`src/rtl/job_dispatcher_pkg.sv`:
```
`default_nettype none
// ============================================================================
// Package     : dispatcher_pkg
// Description : Shared state encoding and default sizing for job_dispatcher.
// Revision    : 1.0 - initial release
// ============================================================================
package dispatcher_pkg;

    // Default operand width, FIFO depth and WAIT timeout
    localparam int c_def_w       = 16;
    localparam int c_def_depth   = 4;
    localparam int c_def_timeout = 64;

    // Dispatcher sequencing states
    typedef enum logic [1:0] {
        IDLE   = 2'd0,
        LAUNCH = 2'd1,
        WAIT   = 2'd2,
        ACK    = 2'd3
    } disp_state_t;

endpackage : dispatcher_pkg
`default_nettype wire

```
`src/rtl/job_dispatcher_if.sv`:
```
`default_nettype none
// ============================================================================
// Interface   : job_dispatcher_if
// Description : Operand stream, controller handshake and status bundle of
//               job_dispatcher. The err signal is only present when
//               JOB_DISPATCHER_TIMEOUT_EN is defined.
// Revision    : 1.0 - initial release
// ============================================================================
interface job_dispatcher_if
    import dispatcher_pkg::*;
#(
    parameter int W     = c_def_w,
    parameter int DEPTH = c_def_depth
);

    logic [W-1:0]                 in_data;
    logic                         in_valid;
    logic                         in_ready;
    logic [W-1:0]                 x_out;
    logic                         start;
    logic                         done;
    logic                         res_valid;
    logic                         busy;
    logic [$clog2(DEPTH+1)-1:0]   count;
`ifdef JOB_DISPATCHER_TIMEOUT_EN
    logic                         err;
`endif

`ifdef JOB_DISPATCHER_TIMEOUT_EN
    // Dispatcher side
    modport master (
        input  in_data, in_valid, done,
        output in_ready, x_out, start, res_valid, busy, count, err
    );
    // Producer / controller side
    modport slave (
        output in_data, in_valid, done,
        input  in_ready, x_out, start, res_valid, busy, count, err
    );
`else
    // Dispatcher side
    modport master (
        input  in_data, in_valid, done,
        output in_ready, x_out, start, res_valid, busy, count
    );
    // Producer / controller side
    modport slave (
        output in_data, in_valid, done,
        input  in_ready, x_out, start, res_valid, busy, count
    );
`endif

endinterface : job_dispatcher_if
`default_nettype wire

```
`src/rtl/job_dispatcher_fifo.sv`:
```
`default_nettype none
// ============================================================================
// Module      : job_fifo
// Description : Small power-of-two operand FIFO with occupancy count.
//               Read data is the current head (first-word fall-through).
// Revision    : 1.0 - initial release
// ============================================================================
module job_fifo #(
    parameter int W     = 16,
    parameter int DEPTH = 4
) (
    input  wire logic                        clk,
    input  wire logic                        rst,
    input  wire logic                        i_push,
    input  wire logic [W-1:0]                i_push_data,
    input  wire logic                        i_pop,
    output logic      [W-1:0]                o_pop_data,
    output logic      [$clog2(DEPTH+1)-1:0]  o_count,
    output logic                             o_full,
    output logic                             o_empty
);

    localparam int                c_aw       = $clog2(DEPTH);
    localparam int                c_cw       = $clog2(DEPTH+1);
    localparam logic [c_aw-1:0]   c_ptr_one  = c_aw'(1);
    localparam logic [c_cw-1:0]   c_cnt_one  = c_cw'(1);
    localparam logic [c_cw-1:0]   c_cnt_full = c_cw'(DEPTH);

    logic [W-1:0]    r_mem [DEPTH];
    logic [c_aw-1:0] r_wr_ptr;
    logic [c_aw-1:0] r_rd_ptr;
    logic [c_cw-1:0] r_count;
    logic            w_push_ok;
    logic            w_pop_ok;

    // Requests are qualified here so a stray push when full or pop when
    // empty can never corrupt the pointers.
    assign w_push_ok  = i_push && !o_full;
    assign w_pop_ok   = i_pop && !o_empty;
    assign o_full     = (r_count == c_cnt_full);
    assign o_empty    = (r_count == '0);
    assign o_count    = r_count;
    assign o_pop_data = r_mem[r_rd_ptr];

    // Storage write; contents need no reset since pointers define validity
    always_ff @(posedge clk) begin
        if (rst && w_push_ok) begin
            r_mem[r_wr_ptr] <= i_push_data;
        end
    end

    // Pointers wrap naturally at DEPTH (power of two); count tracks push/pop
    always_ff @(posedge clk) begin
        if (!rst) begin
            r_wr_ptr <= '0;
            r_rd_ptr <= '0;
            r_count  <= '0;
        end else begin
            if (w_push_ok) begin
                r_wr_ptr <= r_wr_ptr + c_ptr_one;
            end
            if (w_pop_ok) begin
                r_rd_ptr <= r_rd_ptr + c_ptr_one;
            end
            case ({w_push_ok, w_pop_ok})
                2'b10:   r_count <= r_count + c_cnt_one;
                2'b01:   r_count <= r_count - c_cnt_one;
                default: r_count <= r_count;
            endcase
        end
    end

endmodule : job_fifo
`default_nettype wire

```
`src/rtl/job_dispatcher.sv`:
```
`default_nettype none
// ============================================================================
// Module      : job_dispatcher
// Description : Buffers operands from a valid/ready stream and launches one
//               controller job per operand (start pulse, wait for done,
//               res_valid pulse). x_out is held stable for the whole job.
// Config      : JOB_DISPATCHER_TIMEOUT_EN - abort a job after TIMEOUT WAIT
//               cycles without done and raise a sticky err flag.
// Revision    : 1.0 - initial release
// ============================================================================
module job_dispatcher
    import dispatcher_pkg::*;
#(
    parameter int W       = c_def_w,
    parameter int DEPTH   = c_def_depth,
    parameter int TIMEOUT = c_def_timeout
) (
    input  wire logic         clk,
    input  wire logic         rst,
    job_dispatcher_if.master  bus
);

    localparam int c_count_w = $clog2(DEPTH+1);

    // Reject unusable configurations at elaboration time
    if (DEPTH < 2 || (DEPTH & (DEPTH - 1)) != 0 || TIMEOUT < 1) begin : g_param_check
        $error("job_dispatcher: DEPTH must be a power of two >= 2 and TIMEOUT >= 1");
    end

    disp_state_t            r_state;
    logic [W-1:0]           r_x_out;
    logic                   r_start;
    logic                   r_res_valid;
    logic                   r_busy;

    logic                   w_push;
    logic                   w_pop;
    logic                   w_fifo_full;
    logic                   w_fifo_empty;
    logic [W-1:0]           w_head;
    logic [c_count_w-1:0]   w_count;

`ifdef JOB_DISPATCHER_TIMEOUT_EN
    localparam int                  c_wcnt_w    = $clog2(TIMEOUT+1);
    localparam logic [c_wcnt_w-1:0] c_wait_last = c_wcnt_w'(TIMEOUT - 1);
    localparam logic [c_wcnt_w-1:0] c_wcnt_one  = c_wcnt_w'(1);

    logic [c_wcnt_w-1:0]    r_wait_cnt;
    logic                   r_err;
`endif

    // Ready depends only on registered occupancy, so a pop in the same
    // cycle never opens the input early.
    assign w_push = bus.in_valid && !w_fifo_full;
    assign w_pop  = (r_state == IDLE) && !w_fifo_empty;

    job_fifo #(
        .W     (W),
        .DEPTH (DEPTH)
    ) u_fifo (
        .clk         (clk),
        .rst         (rst),
        .i_push      (w_push),
        .i_push_data (bus.in_data),
        .i_pop       (w_pop),
        .o_pop_data  (w_head),
        .o_count     (w_count),
        .o_full      (w_fifo_full),
        .o_empty     (w_fifo_empty)
    );

    assign bus.in_ready  = !w_fifo_full;
    assign bus.count     = w_count;
    assign bus.x_out     = r_x_out;
    assign bus.start     = r_start;
    assign bus.res_valid = r_res_valid;
    assign bus.busy      = r_busy;
`ifdef JOB_DISPATCHER_TIMEOUT_EN
    assign bus.err       = r_err;
`endif

    // Job sequencer: state, operand register and registered handshake outputs
    always_ff @(posedge clk) begin
        if (!rst) begin
            r_state     <= IDLE;
            r_x_out     <= '0;
            r_start     <= 1'b0;
            r_res_valid <= 1'b0;
            r_busy      <= 1'b0;
`ifdef JOB_DISPATCHER_TIMEOUT_EN
            r_wait_cnt  <= '0;
            r_err       <= 1'b0;
`endif
        end else begin
            r_start     <= 1'b0;
            r_res_valid <= 1'b0;
            case (r_state)
                IDLE: begin
                    if (w_pop) begin
                        r_x_out <= w_head;
                        r_start <= 1'b1;
                        r_busy  <= 1'b1;
                        r_state <= LAUNCH;
                    end
                end
                LAUNCH: begin
`ifdef JOB_DISPATCHER_TIMEOUT_EN
                    r_wait_cnt <= '0;
`endif
                    r_state <= WAIT;
                end
                WAIT: begin
                    // done wins over an expiry landing in the same cycle
                    if (bus.done) begin
                        r_res_valid <= 1'b1;
                        r_state     <= ACK;
                    end
`ifdef JOB_DISPATCHER_TIMEOUT_EN
                    else if (r_wait_cnt == c_wait_last) begin
                        r_busy  <= 1'b0;
                        r_err   <= 1'b1;
                        r_state <= IDLE;
                    end else begin
                        r_wait_cnt <= r_wait_cnt + c_wcnt_one;
                    end
`endif
                end
                ACK: begin
                    r_busy  <= 1'b0;
                    r_state <= IDLE;
                end
                default: begin
                    r_busy  <= 1'b0;
                    r_state <= IDLE;
                end
            endcase
        end
    end

endmodule : job_dispatcher
`default_nettype wire

```
`src/flat_wrapper.sv`:
```
// flat-port wrapper written by rule: the top's interface ports become plain ports
module job_dispatcher_flat import dispatcher_pkg::*;
#(
    parameter int W       = c_def_w,
    parameter int DEPTH   = c_def_depth,
    parameter int TIMEOUT = c_def_timeout
)
  (clk, rst, bus_in_data, bus_in_valid, bus_done, bus_in_ready, bus_x_out, bus_start, bus_res_valid, bus_busy, bus_count);
  job_dispatcher_if #(.W(W), .DEPTH(DEPTH)) bus_i ();
  input  wire logic clk;
  input  wire logic rst;
  input wire logic [$bits(bus_i.in_data)-1:0] bus_in_data;
  input wire logic [$bits(bus_i.in_valid)-1:0] bus_in_valid;
  input wire logic [$bits(bus_i.done)-1:0] bus_done;
  output wire logic [$bits(bus_i.in_ready)-1:0] bus_in_ready;
  output wire logic [$bits(bus_i.x_out)-1:0] bus_x_out;
  output wire logic [$bits(bus_i.start)-1:0] bus_start;
  output wire logic [$bits(bus_i.res_valid)-1:0] bus_res_valid;
  output wire logic [$bits(bus_i.busy)-1:0] bus_busy;
  output wire logic [$bits(bus_i.count)-1:0] bus_count;
  assign bus_i.in_data = bus_in_data;
  assign bus_i.in_valid = bus_in_valid;
  assign bus_i.done = bus_done;
  assign bus_in_ready = bus_i.in_ready;
  assign bus_x_out = bus_i.x_out;
  assign bus_start = bus_i.start;
  assign bus_res_valid = bus_i.res_valid;
  assign bus_busy = bus_i.busy;
  assign bus_count = bus_i.count;
  job_dispatcher #(.W(W), .DEPTH(DEPTH), .TIMEOUT(TIMEOUT)) u_core (.clk(clk), .rst(rst), .bus(bus_i));
endmodule
```
`config.mk`:
```
export PLATFORM = sky130hd
export DESIGN_NAME = job_dispatcher_flat
export DESIGN_NICKNAME = d
export VERILOG_FILES = /design/src/rtl/job_dispatcher_pkg.sv /design/src/rtl/job_dispatcher_if.sv /design/src/rtl/job_dispatcher_fifo.sv /design/src/rtl/job_dispatcher.sv /design/src/flat_wrapper.sv
export SDC_FILE = /design/constraint.sdc
export NUM_CORES = 1
export LEC_CHECK = 0
export CAP_MARGIN = 5
export CELL_PAD_IN_SITES_DETAIL_PLACEMENT = 0
export CELL_PAD_IN_SITES_GLOBAL_PLACEMENT = 1
export CORE_UTILIZATION = 35
export CTS_CLUSTER_SIZE = 24
export DETAILED_ROUTE_END_ITERATION = 7
export PLACE_DENSITY = 0.67
export SLEW_MARGIN = 15
export SYNTH_ARGS = -nofsm -noshare
export SYNTH_HDL_FRONTEND = slang
export SYNTH_SLANG_ARGS = --single-unit
```
`constraint.sdc`:
```
create_clock -name clk -period 2.4 [get_ports clk]
set_input_delay 0.6 -clock clk [delete_from_list [all_inputs] [get_ports clk]]
set_output_delay 0.6 -clock clk [all_outputs]
set_load 0.03 [all_outputs]
```
==> metrics.txt <==
placed cell area=4159 sq um; Synth Net Count=223; met3 Track Usage GR=0.04348; most common cell after layout, fill and taps aside=edfxtp_1; reg-to-reg setup timing slack=0.16 ns; RR Endpoint=u_core.u_fifo.o_count[2]; CTS tree=yes; R2R Path Start=u_core.u_fifo.o_count[0]; via count=1,818; Layout area overhead=26.25%; Async S/R FF share, synth=0; DR WL/cell=15.83 microns; Slew Limit Fails=0; DR iter-0 viols=77; worst path required time=2.69 ns; CP endpoint kind=register; Routed Antenna Nets=0; initial antenna violation count=0; CTS Buf Count=9; cts hold-fix bufs=0; via density per instance=4.698; hold_ws=0.4795 ns; Seq/Total Area, Yosys=0.7173; Max Clock Freq=447.1 MHz; ANT cells=0; crit path time final=2.237 ns; vias in the first global route=1,866; Least-Margin Pin Slew=0.5641 ns; Die Y-Extent=101.4 microns; syn avg cell area=17.93 sq um; fin area=4369 sq um; first-pass GRT wire length=9894 microns; Initial Util=0.3676; HP Class=register to register; RSZ-0062 raised after global routing=false; CTS resizes=1; final wirelength=6126 microns; synthesized instance count=193; Synth top area share=0.5553; die area=10,290 sq um; Worst Skew=0.009532 ns; gr busiest metal=met2; Yosys cell types=31; TritonRoute pass-1 iters=4; GRT Total Usage=0.1342; Placer Congestion=0.7340; Synth Cell Area=3461 sq um; most frequent cells in the layout=edfxtp_1, clkdlybuf4s50_1, dfxtp_1, mux4_2, a22o_1; # DRC=0; YS warnings=0; pwr/cell area=1065 nW/um^2; total grt overflow=0; worst reg2reg path depth=9; GRT met1 Usage=0.1606; # Post-CTS Setup Buffers=0; die width=101.4 microns; CTS Sinks=92; Leak=1.506 nW; port bufs=42; Net count, final=283; Worst-path clk slew=0.09 ns; synth top area cells=edfxtp_1, dfxtp_1, mux4_2; pre-CTS setup slack=-0.08667 ns; top_reg_cell synth=edfxtp_1; worst skew pair latency=0.36 ns; status=finished, final reports clean; htree depth=3; # setup viols final=0; final hold vios=0; post-DP HPWL=3929 microns; area leader, netlist=edfxtp_1; Critical Path Start=u_core.u_fifo.o_count[0]; clock tree buffer depth=2; headroom to the max-slew limit=0.6186; number of synthesized flops with an enable pin=64; core area=9415 sq um; met2 Resource Use GR=0.2250; share of cells above drive strength 1=0.1977; end of the critical path=u_core.u_fifo.o_count[2]; setup TNS=0 ns; CTS Root Buffer Type=clkbuf_8; Yosys reg bits=92; VDD IR max=0.6516 mV; Worst setup SP type=register; post-route setup slack=0.1632 ns; fill count=815; I/O pin count=43; arrival time worst endpoint=2.53 ns; crit path kind=register to register; period utilization=0.9320; FP Rows=35; Max-Cap Viols=0; crit path max fanout=7; largest net degree at the start of global routing=18
cell families (layout without fill, tap and decap cells):
| family | Yosys count | count (layout) | share of synthesized area |
|---|---|---|---|
| xor+xnor | 4 | 4 | 0.01012 |
| simple gates | 21 | 21 | 0.03290 |
| buf+inv | 20 | 85 | 0.02928 |
| mux | 17 | 17 | 0.1070 |
| compound gates | 29 | 29 | 0.06507 |
| flops | 92 | 92 | 0.7173 |
| fa+ha+maj | 10 | 10 | 0.03832 |
state kept, by name, indices dropped and copies added, names as in the netlist:
signal,flops
u_core.bus.busy,1
u_core.bus.res_valid,1
u_core.bus.start,1
u_core.bus.x_out,16
u_core.r_state,2
u_core.u_fifo.o_count,3
u_core.u_fifo.r_mem,64
u_core.u_fifo.r_rd_ptr,2
u_core.u_fifo.r_wr_ptr,2
layer usage:
| layer | share of wire | wire length (microns) | vias up |
|---|---|---|---|
| li1 | - | - | 870 |
| met1 | 0.44 | 2690 | 898 |
| met2 | 0.51 | 3098 | 39 |
| met3 | 0.042 | 259 | 11 |
| met4 | 0.013 | 78 | 0 |
| met5 | 0 | 0 | - |
synthesized netlist by cell type, drive strengths merged (2+ instances only):
cell type and count:
o31a 2, clkbuf 2, a21o 2, nand2 2, a22o 16, buf 7, ha 9, nor2 7
inv 10, and2 2, mux4 16, xor2 3, a21oi 5, and3 5, dfxtp 28, nand3 2
edfxtp 64
power by group:
group	switching (mW)	internal (mW)	total [mW]
Sequential	0.145	1.94	2.08
Combinational	0.790	0.725	1.51
Clock	0.544	0.515	1.06
how the worst min path moves through the flow:
stage / startpoint / end / slack [ns] / cells past startpoint
3_5_place_dp: u_core.bus.x_out[12] / u_core.bus.x_out[12] / 0.46 / 1
3_3_place_gp: u_core.bus.x_out[12] / u_core.bus.x_out[12] / 0.46 / 1
2_1_floorplan: u_core.r_state[1] / u_core.r_state[1] / 0.47 / 2
5_1_grt: u_core.bus.x_out[3] / u_core.bus.x_out[3] / 0.50 / 1
6_report: u_core.bus.x_out[12] / u_core.bus.x_out[12] / 0.48 / 1
4_1_cts: u_core.bus.x_out[12] / u_core.bus.x_out[12] / 0.48 / 1
through the flow:
step / cells / utilization / power [mW]
global placement: 371 / 0.4417 / 3.639
detailed placement: 371 / 0.4417 / 3.659
floorplan: 193 / - / 3.082
global route: 387 / 0.4641 / 4.906
CTS: 387 / 0.4641 / 4.727
finish: 387 / 0.4641 / 4.655
cell type report:
cell class,count,area [sq um],share of cell area
Multi-Input combinational cell,81,877.1,0.2007
Tap cell,129,161.4,0.03694
Clock buffer,12,177.7,0.04066
Timing Repair Buffer,58,589.3,0.1349
Inverter,11,41.29,0.009450
Sequential cell,92,2489,0.5696
Clock inverter,4,33.78,0.007732
worst max-delay path, cell delays in order (launching register included):
cell and delay, ns:
dfxtp_2 0.37, or3b_1 0.39, and2_1 0.18, inv_1 0.06, ha_1 0.16, inv_1 0.05, fa_1 0.37, xor2_1 0.16
or3_1 0.30, a21oi_1 0.13
(Power assumes the default switching activity.)
